==> src/rtl/mem_miss_arbiter.sv <==
// Arbitrates data/instruction cache line misses onto one memory port, one transaction outstanding.
// Optional watchdog: define MEM_MISS_ARB_TIMEOUT_EN to abort stalled transactions with a bus error.
module mem_miss_arbiter #(
    parameter int ADDR_W         = 20,
    parameter int LINE_W         = 128,
    parameter int MEM_LINES      = 4096,
    parameter int TIMEOUT_CYCLES = 64
) (
    input  logic              clock,
    input  logic              reset,
    input  logic              dc_req_valid,
    input  logic [ADDR_W-1:0] dc_req_addr,
    input  logic              dc_req_is_store,
    input  logic [LINE_W-1:0] dc_req_data,
    output logic              dc_rsp_valid,
    output logic [LINE_W-1:0] dc_rsp_data,
    output logic              dc_rsp_bus_error,
    input  logic              ic_req_valid,
    input  logic [ADDR_W-1:0] ic_req_addr,
    output logic              ic_rsp_valid,
    output logic [LINE_W-1:0] ic_rsp_data,
    output logic              ic_rsp_bus_error,
    output logic              mem_req_valid,
    input  logic              mem_req_ready,
    output logic [ADDR_W-1:0] mem_req_addr,
    output logic              mem_req_is_store,
    output logic [LINE_W-1:0] mem_req_data,
    input  logic              mem_rsp_valid,
    input  logic [LINE_W-1:0] mem_rsp_data
);

    typedef enum logic [1:0] {IDLE, ISSUE, WAIT_RSP, RESPOND} state_t;

    localparam logic PORT_DC = 1'b0;
    localparam logic PORT_IC = 1'b1;

    state_t state_reg, state_next;

    logic              dc_slot_valid_reg;
    logic [ADDR_W-1:0] dc_slot_addr_reg;
    logic              dc_slot_store_reg;
    logic [LINE_W-1:0] dc_slot_data_reg;
    logic              ic_slot_valid_reg;
    logic [ADDR_W-1:0] ic_slot_addr_reg;

    logic grant_reg;
    logic last_reg;

    logic              mem_req_valid_reg;
    logic [ADDR_W-1:0] mem_req_addr_reg;
    logic              mem_req_store_reg;
    logic [LINE_W-1:0] mem_req_data_reg;

    logic              dc_rsp_valid_reg, ic_rsp_valid_reg;
    logic [LINE_W-1:0] dc_rsp_data_reg, ic_rsp_data_reg;
    logic              dc_rsp_err_reg, ic_rsp_err_reg;

    logic              any_pending;
    logic              grant_pick;
    logic [ADDR_W-1:0] pick_addr;
    logic              pick_store;
    logic [LINE_W-1:0] pick_data;
    logic              pick_err;
    logic              rsp_port;
    logic              start_issue;
    logic              enter_rsp;
    logic              rsp_err;
    logic [LINE_W-1:0] rsp_data;
    logic              timeout_hit;
    logic              dc_clear, ic_clear;

    // On a tie, grant the port that did not win the previous arbitration.
    assign any_pending = dc_slot_valid_reg | ic_slot_valid_reg;
    assign grant_pick  = (dc_slot_valid_reg & ic_slot_valid_reg) ? ~last_reg : ic_slot_valid_reg;
    assign pick_addr   = (grant_pick == PORT_IC) ? ic_slot_addr_reg : dc_slot_addr_reg;
    assign pick_store  = (grant_pick == PORT_IC) ? 1'b0 : dc_slot_store_reg;
    assign pick_data   = (grant_pick == PORT_IC) ? '0 : dc_slot_data_reg;
    assign pick_err    = 32'(pick_addr) >= 32'(MEM_LINES);
    assign rsp_port    = (state_reg == IDLE) ? grant_pick : grant_reg;

`ifdef MEM_MISS_ARB_TIMEOUT_EN
    localparam int TMR_W = $clog2(TIMEOUT_CYCLES + 1);
    logic [TMR_W-1:0] timer_reg;

    // Restarts whenever the FSM makes progress; counts only while waiting on memory.
    always_ff @(posedge clock) begin
        if (reset || state_next != state_reg) begin
            timer_reg <= '0;
        end else if (state_reg == ISSUE || state_reg == WAIT_RSP) begin
            timer_reg <= timer_reg + 1'b1;
        end
    end

    assign timeout_hit = (state_reg == ISSUE || state_reg == WAIT_RSP) &&
                         (timer_reg == TMR_W'(TIMEOUT_CYCLES - 1));
`else
    logic unused_timeout_cfg;
    assign unused_timeout_cfg = (TIMEOUT_CYCLES > 0);
    assign timeout_hit        = 1'b0;
`endif

    always_comb begin
        state_next  = state_reg;
        start_issue = 1'b0;
        enter_rsp   = 1'b0;
        rsp_err     = 1'b0;
        rsp_data    = '0;
        case (state_reg)
            IDLE: begin
                if (any_pending) begin
                    if (pick_err) begin
                        state_next = RESPOND;
                        enter_rsp  = 1'b1;
                        rsp_err    = 1'b1;
                    end else begin
                        state_next  = ISSUE;
                        start_issue = 1'b1;
                    end
                end
            end
            ISSUE: begin
                if (mem_req_ready) begin
                    state_next = WAIT_RSP;
                end else if (timeout_hit) begin
                    state_next = RESPOND;
                    enter_rsp  = 1'b1;
                    rsp_err    = 1'b1;
                end
            end
            WAIT_RSP: begin
                if (mem_rsp_valid) begin
                    state_next = RESPOND;
                    enter_rsp  = 1'b1;
                    rsp_data   = mem_req_store_reg ? '0 : mem_rsp_data;
                end else if (timeout_hit) begin
                    state_next = RESPOND;
                    enter_rsp  = 1'b1;
                    rsp_err    = 1'b1;
                end
            end
            RESPOND: state_next = IDLE;
            default: state_next = IDLE;
        endcase
    end

    always_ff @(posedge clock) begin
        if (reset) begin
            state_reg         <= IDLE;
            grant_reg         <= PORT_DC;
            last_reg          <= PORT_IC;
            mem_req_valid_reg <= 1'b0;
            mem_req_addr_reg  <= '0;
            mem_req_store_reg <= 1'b0;
            mem_req_data_reg  <= '0;
            dc_rsp_valid_reg  <= 1'b0;
            dc_rsp_data_reg   <= '0;
            dc_rsp_err_reg    <= 1'b0;
            ic_rsp_valid_reg  <= 1'b0;
            ic_rsp_data_reg   <= '0;
            ic_rsp_err_reg    <= 1'b0;
        end else begin
            state_reg <= state_next;
            if (state_reg == IDLE && any_pending) begin
                grant_reg <= grant_pick;
                last_reg  <= grant_pick;
            end
            if (start_issue) begin
                mem_req_valid_reg <= 1'b1;
                mem_req_addr_reg  <= pick_addr;
                mem_req_store_reg <= pick_store;
                mem_req_data_reg  <= pick_data;
            end else if (state_reg == ISSUE && (mem_req_ready || timeout_hit)) begin
                mem_req_valid_reg <= 1'b0;
            end
            // Response registers are one-cycle pulses; data and error read as zero otherwise.
            dc_rsp_valid_reg <= enter_rsp && rsp_port == PORT_DC;
            dc_rsp_data_reg  <= (enter_rsp && rsp_port == PORT_DC) ? rsp_data : '0;
            dc_rsp_err_reg   <= enter_rsp && rsp_port == PORT_DC && rsp_err;
            ic_rsp_valid_reg <= enter_rsp && rsp_port == PORT_IC;
            ic_rsp_data_reg  <= (enter_rsp && rsp_port == PORT_IC) ? rsp_data : '0;
            ic_rsp_err_reg   <= enter_rsp && rsp_port == PORT_IC && rsp_err;
        end
    end

    // A slot frees at the end of its RESPOND cycle, so a pulse in that same cycle is kept.
    assign dc_clear = (state_reg == RESPOND) && (grant_reg == PORT_DC);
    assign ic_clear = (state_reg == RESPOND) && (grant_reg == PORT_IC);

    always_ff @(posedge clock) begin
        if (reset) begin
            dc_slot_valid_reg <= 1'b0;
            dc_slot_addr_reg  <= '0;
            dc_slot_store_reg <= 1'b0;
            dc_slot_data_reg  <= '0;
            ic_slot_valid_reg <= 1'b0;
            ic_slot_addr_reg  <= '0;
        end else begin
            if (dc_req_valid && (!dc_slot_valid_reg || dc_clear)) begin
                dc_slot_valid_reg <= 1'b1;
                dc_slot_addr_reg  <= dc_req_addr;
                dc_slot_store_reg <= dc_req_is_store;
                dc_slot_data_reg  <= dc_req_data;
            end else if (dc_clear) begin
                dc_slot_valid_reg <= 1'b0;
            end
            if (ic_req_valid && (!ic_slot_valid_reg || ic_clear)) begin
                ic_slot_valid_reg <= 1'b1;
                ic_slot_addr_reg  <= ic_req_addr;
            end else if (ic_clear) begin
                ic_slot_valid_reg <= 1'b0;
            end
        end
    end

    assign mem_req_valid    = mem_req_valid_reg;
    assign mem_req_addr     = mem_req_addr_reg;
    assign mem_req_is_store = mem_req_store_reg;
    assign mem_req_data     = mem_req_data_reg;
    assign dc_rsp_valid     = dc_rsp_valid_reg;
    assign dc_rsp_data      = dc_rsp_data_reg;
    assign dc_rsp_bus_error = dc_rsp_err_reg;
    assign ic_rsp_valid     = ic_rsp_valid_reg;
    assign ic_rsp_data      = ic_rsp_data_reg;
    assign ic_rsp_bus_error = ic_rsp_err_reg;

endmodule

==> config.mk <==
export PLATFORM = sky130hd
export DESIGN_NAME = mem_miss_arbiter
export DESIGN_NICKNAME = d
export VERILOG_FILES = /design/src/rtl/mem_miss_arbiter.sv
export SDC_FILE = /design/constraint.sdc
export NUM_CORES = 1
export LEC_CHECK = 0
export ABC_AREA = 0
export CORE_AREA = 2 2 275 277
export DETAILED_ROUTE_END_ITERATION = 6
export DIE_AREA = 0 0 277 279
export SYNTH_ARGS = -nofsm -noshare
export SYNTH_HDL_FRONTEND = slang
export SYNTH_SLANG_ARGS = --single-unit
==> constraint.sdc <==
create_clock -name clock -period 5.3 [get_ports clock]
set_clock_uncertainty 0.05 [all_clocks]
set_input_delay 1.59 -clock clock [delete_from_list [all_inputs] [get_ports clock]]
set_output_delay 1.59 -clock clock [all_outputs]
set_load 0.02 [all_outputs]
==> impl_metrics.json <==
{
  "status": "finished clean",
  "dp_slack_ns": 1.70,
  "critPathArrivalTime_ns": 1.83,
  "grt_util_all_layers_pct": 18.1,
  "cap_violations": 0,
  "worst_slew_pin_slew_ns": 0.992,
  "dp_hpwl_mm": 53.0,
  "p_leak_nw": 11.5,
  "dr.pass1.iters": 5,
  "fillers": 7219,
  "hold_violations": 0,
  "grt_util_met2_pct": 31.4,
  "avgSynthCellArea_um2": 9.78,
  "critPathKind": "flop to primary output",
  "cp-start-kind": "flop",
  "numClockSinks": 585,
  "setup_tns_ns": 0,
  "worstPathMaxFanout": 3,
  "grt_pass1_wl_mm": 105,
  "syn_inst": 2003,
  "coreArea_mm2": 0.0741,
  "syn-num-nets": 2310,
  "final_nets": 2941,
  "rr_worst_depth": 6,
  "use_met3_pct": 6.60,
  "pwr_density_cell_mw_per_mm2": 376,
  "ant_nets": 0,
  "die_area_mm2": 0.0773,
  "drt-total-wl_mm": 73.3,
  "final_util_pct": 39.9,
  "total_power_mw": 11.1,
  "hold_end": "dc_slot_addr_reg[14]",
  "grt-busiest-layer": "met2",
  "clkTransAtPathRegs_ns": 0.06,
  "vdd_ir_drop_max_v": 0.000191,
  "vias_per_cell": 4.48,
  "register_area_mm2": 0.0117,
  "netlist_area_mm2": 0.0196,
  "die_h_um": 279,
  "finalCriticalPeriod_ns": 3.47,
  "yosysSeqAreaShare_pct": 59.8,
  "slew_violations": 0,
  "fmax_mhz": 288,
  "cts-buffers-inserted": 67,
  "placed_area_mm2": 0.0274,
  "rows": 100,
  "antenna_found_initial": 50,
  "cts_tree": "done",
  "min_from": "dc_slot_addr_reg[14]",
  "max_stage_delay_ns": 0.72,
  "crit_path_top_delay_cell": "clkdlybuf4s50_1",
  "cp_data_required_time_ns": 3.66,
  "cts_buffer_depth": 3,
  "hold_path.class": "flop to flop",
  "worstReg2RegEnd": "mem_req_data[21]",
  "grt_start_max_net_pins": 257,
  "yosysUniqueCellTypes": 35,
  "synth_seq_cells": 585,
  "setup_viol": 0,
  "vias": 16400,
  "drcViolationCount": 0,
  "post_route_cells_drive_above_1_share_pct": 4.77,
  "syn_to_final_growth_pct": 50.8,
  "multi_input_area_mm2": 0.00708,
  "wl_per_cell_um": 20.0,
  "path_delay_family": "buffers and inverters",
  "fin_ws_ns": 1.83,
  "final_area_mm2": 0.0295,
  "met1_usage_pct": 18.7,
  "reg2reg_slack_ns": 2.08,
  "yosysWarningCount": 0,
  "path_buf_inv": 1,
  "gp_congestion": 0.864,
  "layout_worst_path_cycle_share_pct": 65.4,
  "die_x_um": 277,
  "crit_chain": "clkdlybuf4s50_1",
  "clockRootBuffer": "clkbuf_16",
  "grt_overflow": 0,
  "reg2reg_from": "state_reg[0]",
  "rsz0062_at_grt": "no",
  "end_kind": "primary output",
  "grt_pass1_vias": 16100,
  "holdPathStages": 2,
  "clock_latency_ns": 0.59,
  "initial_utilization_pct": 26.4,
  "cts_setup_buffers": 0,
  "portBuffers": 712,
  "slew_headroom_pct": 33.7,
  "cts_resized": 0,
  "htree_levels": 3,
  "cts_hold_buffers": 0,
  "drt_iter0_markers": 856,
  "io-pin-count": 713
}
[cell usage in the layout (no fill, tap or decap), types with 2 or more instances in the layout]
master | synthesis | routed
a211oi_1 | 12 | 12
a21bo_2 | 3 | 2
a21boi_0 | 3 | 2
a21boi_4 | 1 | 2
a21o_1 | 2 | 2
a21oi_1 | 174 | 174
a31oi_1 | 13 | 13
and3_1 | 257 | 256
buf_12 | 11 | 7
buf_4 | 2 | 9
bufinv_16 | 0 | 3
clkbuf_1 | 144 | 19
clkbuf_16 | 0 | 69
clkbuf_8 | 0 | 7
clkdlybuf4s50_1 | 0 | 711
clkinv_2 | 0 | 5
clkinv_4 | 0 | 2
clkinv_8 | 0 | 2
clkinvlp_4 | 0 | 6
dfxtp_1 | 585 | 585
diode_2 | 0 | 15
ha_1 | 4 | 4
inv_1 | 3 | 3
inv_6 | 0 | 3
mux2i_1 | 142 | 142
nand2_1 | 473 | 473
nand2b_1 | 131 | 131
nor2_1 | 8 | 5
nor2_4 | 0 | 3
nor2b_1 | 3 | 2
nor3_1 | 3 | 3
nor3b_1 | 9 | 9
nor4_1 | 2 | 2
[worst reg2reg max path, stage by stage, from the launching register on]
cell and delay (ns):
dfxtp_1 0.34, inv_1 0.09, ha_1 0.35, nor2b_1 0.84
and3_4 0.67, buf_12 0.48, mux2i_1 0.34
[layer usage]
metal  up-vias  part of all wire (%)
met4        20                   4.9
met2       620                    50
li1       7903                     -
met3       203                   8.3
met1      7665                    37
met5         -                  0.19
[worst max path at each step]
stage / start / end / slack (ns) / cells past startpoint
CTS: mem_req_is_store / mem_req_is_store / 1.67 / 1
detailed placement: dc_req_valid / dc_slot_data_reg[107] / 1.70 / 5
floorplan: dc_req_valid / dc_slot_addr_reg[11] / 2.51 / 6
finish: mem_req_is_store / mem_req_is_store / 1.83 / 1
global placement: dc_req_valid / dc_slot_addr_reg[17] / 1.74 / 5
global route: mem_req_is_store / mem_req_is_store / 1.68 / 1
[cells in the mapped netlist, drive strengths merged]
cell type | count | share of area [%]
clkbuf | 144 | 2.8
dfxtp | 585 | 60
nor4 | 2 | 0.064
a21o | 2 | 0.077
a311oi | 1 | 0.045
nor3 | 3 | 0.077
or4 | 2 | 0.096
and3 | 257 | 8.2
o21ai | 2 | 0.11
mux2i | 142 | 7.3
inv | 3 | 0.058
a21boi | 5 | 0.25
a21oi | 174 | 4.4
nand2 | 473 | 9.1
nor2 | 8 | 0.15
buf | 22 | 1.5
a21bo | 3 | 0.15
nor2b | 3 | 0.096
nor3b | 9 | 0.35
nand2b | 131 | 4.2
or2 | 1 | 0.032
a211oi | 12 | 0.46
a221oi | 1 | 0.045
a31oi | 13 | 0.42
nand3 | 1 | 0.026
ha | 4 | 0.26
[stage by stage]
step | std cells | hold slack (ns)
final | 3666 | 0.400
after global placement | 3534 | 0.392
after CTS | 3651 | 0.401
after detailed placement | 3534 | 0.396
after global routing | 3663 | 0.416
after floorplan | 2003 | 0.381
[cells by family after synthesis]
family,Yosys count,synth area share (%)
AO/OA/AOI/OAI,213,6.00
adder cells (fa/ha/maj),4,0.256
buffers and inverters,169,4.33
flip-flops,585,59.8
multiplexers,142,7.26
AND/OR/NAND/NOR,890,22.4
[report_power, final]
| part | switching, mW | total [mW] | internal, mW |
|---|---|---|---|
| Combinational | 1.03 | 1.81 | 0.779 |
| Sequential | 0.119 | 4.76 | 4.64 |
| Clock | 1.87 | 4.53 | 2.66 |
| Total | 3.02 | 11.1 | 8.08 |
[cell type report]
class | instances | share of cell area [%]
sequential | 585 | 39.6
timing repair buffer | 728 | 24.8
multi-input combinational | 1249 | 24.0
clock buffer | 95 | 6.41
tap | 969 | 4.10
clock inverter | 22 | 0.868
antenna | 15 | 0.127
inverter | 3 | 0.0381
No activity file was read; power rests on OpenSTA's default activity.
